**src/rtl/imem_pkg.sv**
```systemverilog
// rtl/imem_pkg.sv - shared types, defaults and address check for the instruction memory responder
package imem_pkg;

  localparam int unsigned IMEM_DEPTH   = 256;
  localparam int unsigned IMEM_LATENCY = 2;

  typedef enum logic [1:0] {
    ST_IDLE = 2'd0,
    ST_WAIT = 2'd1,
    ST_RESP = 2'd2
  } imem_state_e;

  // A byte address is usable when it is halfword aligned and its word index is inside the array.
  function automatic logic addr_ok(input logic [15:0] addr, input int unsigned depth);
    return (addr[0] == 1'b0) && ({17'd0, addr[15:1]} < depth);
  endfunction

endpackage

```
**src/rtl/imem_array.sv**
```systemverilog
// rtl/imem_array.sv - 16-bit word storage, synchronous write and combinational read
module imem_array
  import imem_pkg::*;
#(
  parameter int unsigned DEPTH = IMEM_DEPTH,
  parameter int unsigned IDX_W = (DEPTH > 1) ? $clog2(DEPTH) : 1
) (
  input  logic             clk,
  input  logic             we,
  input  logic [IDX_W-1:0] waddr,
  input  logic [15:0]      wdata,
  input  logic [IDX_W-1:0] raddr,
  output logic [15:0]      rdata
);

  logic [15:0] mem [DEPTH];

  // Program preload port; contents are deliberately left unreset.
  always_ff @(posedge clk) begin
    if (we) begin
      mem[waddr] <= wdata;
    end
  end

  assign rdata = mem[raddr];

endmodule

```
**src/rtl/imem_responder.sv**
```systemverilog
// rtl/imem_responder.sv - single-outstanding instruction fetch responder with fixed latency
module imem_responder
  import imem_pkg::*;
#(
  parameter int unsigned LATENCY = IMEM_LATENCY,
  parameter int unsigned DEPTH   = IMEM_DEPTH
) (
  input  logic        clk,
  input  logic        rst,
  input  logic        req_valid,
  input  logic [15:0] req_addr,
  output logic        req_ready,
  output logic        resp_valid,
  input  logic        resp_ready,
  output logic [15:0] resp_data,
  output logic        resp_err,
  input  logic        flush,
  input  logic        load_en,
  input  logic [15:0] load_addr,
  input  logic [15:0] load_data
);

  localparam int unsigned IDX_W    = (DEPTH > 1) ? $clog2(DEPTH) : 1;
  localparam logic [2:0]  LOAD_CNT = 3'(LATENCY - 1);

  imem_state_e state_q, state_d;
  logic [2:0]  cnt_q, cnt_d;
  logic [15:0] data_q, data_d;
  logic        err_q, err_d;
  logic [15:0] rd_word;
  logic        req_ok;
  logic        ld_ok;

  assign req_ok = addr_ok(req_addr, DEPTH);
  assign ld_ok  = addr_ok(load_addr, DEPTH);

  // The read path is combinational, so a same-edge load is seen only by later requests.
  imem_array #(
    .DEPTH (DEPTH),
    .IDX_W (IDX_W)
  ) u_array (
    .clk   (clk),
    .we    (load_en && ld_ok),
    .waddr (load_addr[IDX_W:1]),
    .wdata (load_data),
    .raddr (req_addr[IDX_W:1]),
    .rdata (rd_word)
  );

  // Next-state, latency counter, response capture and handshake outputs.
  always_comb begin
    state_d    = state_q;
    cnt_d      = cnt_q;
    data_d     = data_q;
    err_d      = err_q;
    req_ready  = 1'b0;
    resp_valid = (state_q == ST_RESP);
    if (flush) begin
      state_d = ST_IDLE;
    end else begin
      case (state_q)
        ST_IDLE: begin
          req_ready = 1'b1;
          if (req_valid) begin
            data_d  = req_ok ? rd_word : 16'h0000;
            err_d   = !req_ok;
            cnt_d   = LOAD_CNT;
            state_d = (LATENCY <= 1) ? ST_RESP : ST_WAIT;
          end
        end
        ST_WAIT: begin
          cnt_d = cnt_q - 3'd1;
          if (cnt_q <= 3'd1) begin
            cnt_d   = 3'd0;
            state_d = ST_RESP;
          end
        end
        ST_RESP: begin
          if (resp_ready) begin
            state_d = ST_IDLE;
          end
        end
        default: begin
          state_d = ST_IDLE;
        end
      endcase
    end
  end

  // State and response registers; reset drops any request in flight.
  always_ff @(posedge clk or negedge rst) begin
    if (!rst) begin
      state_q <= ST_IDLE;
      cnt_q   <= 3'd0;
      data_q  <= 16'h0000;
      err_q   <= 1'b0;
    end else begin
      state_q <= state_d;
      cnt_q   <= cnt_d;
      data_q  <= data_d;
      err_q   <= err_d;
    end
  end

  assign resp_data = data_q;
  assign resp_err  = err_q;

endmodule

```
**config.mk**
```make
export PLATFORM = sky130hd
export DESIGN_NAME = imem_responder
export DESIGN_NICKNAME = d
export VERILOG_FILES = /design/src/rtl/imem_pkg.sv /design/src/rtl/imem_array.sv /design/src/rtl/imem_responder.sv
export SDC_FILE = /design/constraint.sdc
export NUM_CORES = 2
export LEC_CHECK = 0
export BUFFER_PORTS_ARGS = -buffer_cell sky130_fd_sc_hd__buf_4
export CAP_MARGIN = 20
export CORE_AREA = 5 5 604 606
export CTS_CLUSTER_DIAMETER = 60
export DETAILED_ROUTE_END_ITERATION = 8
export DIE_AREA = 0 0 609 611
export GPL_ROUTABILITY_DRIVEN = 1
export SLEW_MARGIN = 10
export SYNTH_ARGS = -nofsm -noshare
export SYNTH_HDL_FRONTEND = slang
export SYNTH_SLANG_ARGS = --single-unit
export TNS_END_PERCENT = 30
```
**constraint.sdc**
```tcl
create_clock -name clk -period 6 [get_ports clk]
set_input_delay 1.2 -clock clk [delete_from_list [all_inputs] [get_ports clk]]
set_output_delay 1.2 -clock clk [all_outputs]
set_load 0.005 [all_outputs]
```
==> run summary <==
CTS tree: built
Synth Area in Adders: 0.0001557
Post-CTS Resized: 0
drt via density: 6.262
endpoints failing setup: 0
GRT Total Usage: 0.2505
unrepaired setup endpoints after global routing: no
Final Skew: 0.06529 ns
buffers from clock root to sink, at most: 4
starting density of the core: 0.4484
Setup Buffers After CTS: 0
setup TNS: 0 ns
Worst setup SP type: primary input
hold slack final: 0.1857 ns
routed len/inst: 35.57 um
R2R Path Start: state_q[0]$_DFFE_PN0P_
RePlAce Congestion: 0.9521
area of the core: 358,400 sq um
I/O pin count: 73
Final #Nets: 8,302
routed vias: 83.73k
H-tree Lvls: 5
Seq/Total Area, Yosys: 0.7688
simple-gate share of the synthesized area: 0.02520
synth top area cells: edfxtp_1, mux4_2, mux2i_1
initial antenna violation count: 35
largest family of logic cells by synthesized area: multiplexers
post-synthesis compound-gate area fraction: 0.03639
Post-DRT Antenna Nets: 0
first-pass GRT wire length: 658,900 um
upper clock frequency limit: 223.6 MHz
First DRT Iteration DRCs: 12.17k
Tmin final: 4.472 ns
number of flops mapped to enable cells by yosys: 4,096
worst endpoint data arrival time: 5.36 ns
Crit. Startpoint: req_addr[6]
total routed wirelength: 475,500 um
peak supply drop: 0.2466 mV
Die ar.: 372,100 sq um
first drt pass iteration count: 8
grt ovf: 0
largest net degree at the start of global routing: 169
crit path max fanout: 12
Synth Area per Inst: 21.00 sq um
Synth cell types: 87
Post-Synth XOR/XNOR Area: 0
share of cells above drive strength 1: 0.2346
final worst-path cycle share: 0.7453
status: finished, violations left
most common cell in the synthesized netlist: edfxtp_1
# rows: 220
clock sink count: 4,118
vias in the first global route: 81.92k
leak pwr: 58.47 nW
port bufs: 72
max-slew violation count: 0
clk slew on worst S/H paths: 0.06 ns
Die Y-Extent: 611 um
Synth Cell Area: 160,700 sq um
CTS Buf Count: 416
post-synthesis mux area share: 0.1476
commonest cells in the netlist: edfxtp_1, mux4_2, mux2i_1, nor2_1, nand2_1
final hold vios: 0
number of remaining DRC errors: 3
Worst setup EP type: flip-flop
yosys warns: 0
Clk Latency, worst-skew pair: 0.98 ns
Synth top area share: 0.7654
P&R area growth vs syn: 13.53%
gate count after technology mapping: 7,652
Die Wd: 609 um
ys flop type: edfxtp_1
Crit Path Class: in -> reg
DP Wirelength: 295,100 um
PD cells: 331.0 nW/um^2
worst hold path class: in -> async
syn_nets: 7,708
failing checks: DRC
Synth area leader: edfxtp_1
post-synthesis async set-or-reset flop share: 0.005342
Slew @ Worst Pin: 1.262 ns
Hold Buf Count CTS: 0
max_cap viols: 0
CP required: 6.89 ns
Slew headroom: 0.1588
Synth Register Bits: 4,118
root buffer cell: clkbuf_16
## final timing paths
kind	endpoint	slack, ns	depth (start not counted)
hold reg to reg	resp_err$_DFFE_PN0P_	0.53	2
min in group clk	state_q[1]$_DFFE_PN0P_	0.45	2
hold / removal	resp_err$_DFFE_PN0P_	0.19	1
max in group asynchronous	resp_data[15]$_DFFE_PN0P_	5.34	1
setup reg to reg	resp_data[2]$_DFFE_PN0P_	1.92	9
setup / recovery	resp_data[11]$_DFFE_PN0P_	1.53	9
## area by class of cell
class	instances	area (sq um)
sequential	4118	123500
multi-input combinational	3079	33880
antenna	15	37.54
tap	4773	5972
timing repair buffer	624	5540
clock inverter	244	2427
clock buffer	511	10990
fill	28250	176000
inverter	7	36.28
## power by group
part	switching, mW	internal [mW]	total (mW)
sequential	0.00759	31.6	31.6
clock	10.9	14.8	25.7
combinational	2.13	0.952	3.08
## cell families (layout without fill, tap and decap cells)
| group | after synthesis | after routing |
|---|---|---|
| DFF | 4118 | 4118 |
| muxes | 1332 | 1332 |
| and+or+nand+nor | 912 | 912 |
| AOI/OAI and AO/OA | 833 | 833 |
| buffers and inverters | 455 | 1386 |
| adders and majority gates | 2 | 2 |
| other | 0 | 15 |
## flip-flops by register name, indices dropped and copies added (netlist names)
register / count
u_array.mem: 4096
resp_data: 16
cnt_q: 3
state_q: 2
resp_err: 1
## critical path, cell delays in order
cell	delay [ns]
buf_4	0.18
buf_4	0.26
nor2_1	0.77
nand2_1	0.57
nor2_1	0.66
a221oi_1	0.26
a31oi_1	0.82
o2bb2ai_1	0.36
o21ai_0	0.26
## cells in the final DEF (no fill, tap or decap), types with 132 or more instances in the layout
cell and count:
mux2i_1 527, a21oi_1 132, o22ai_1 153, nor2_1 355
clkbuf_16 422, o221ai_1 141, edfxtp_1 4096, buf_4 545
nand2_1 216, mux4_2 705
## layer usage
| metal | global-route usage | wire length, um |
|---|---|---|
| met1 | 0.3391 | 179700 |
| met2 | 0.3966 | 224800 |
| met3 | 0.04631 | 44380 |
| met4 | 0.1179 | 26640 |
| met5 | 0 | 52 |
## per-stage QoR
| step | instances | worst slack (ns) | util | power [mW] | instance area, sq um |
|---|---|---|---|---|---|
| after floorplan | 7652 | 2.560 | - | 33.79 | 160700 |
| after global placement | 12590 | 0.05415 | 0.4710 | 35.27 | 168800 |
| after detailed placement | 12600 | 0.6158 | 0.4714 | 35.32 | 169000 |
| after CTS | 13350 | 1.673 | 0.5089 | 60.71 | 182400 |
| after global routing | 13370 | 1.486 | 0.5090 | 62.07 | 182400 |
| final | 13370 | 1.528 | 0.5090 | 60.38 | 182400 |
(Power assumes the default switching activity.)
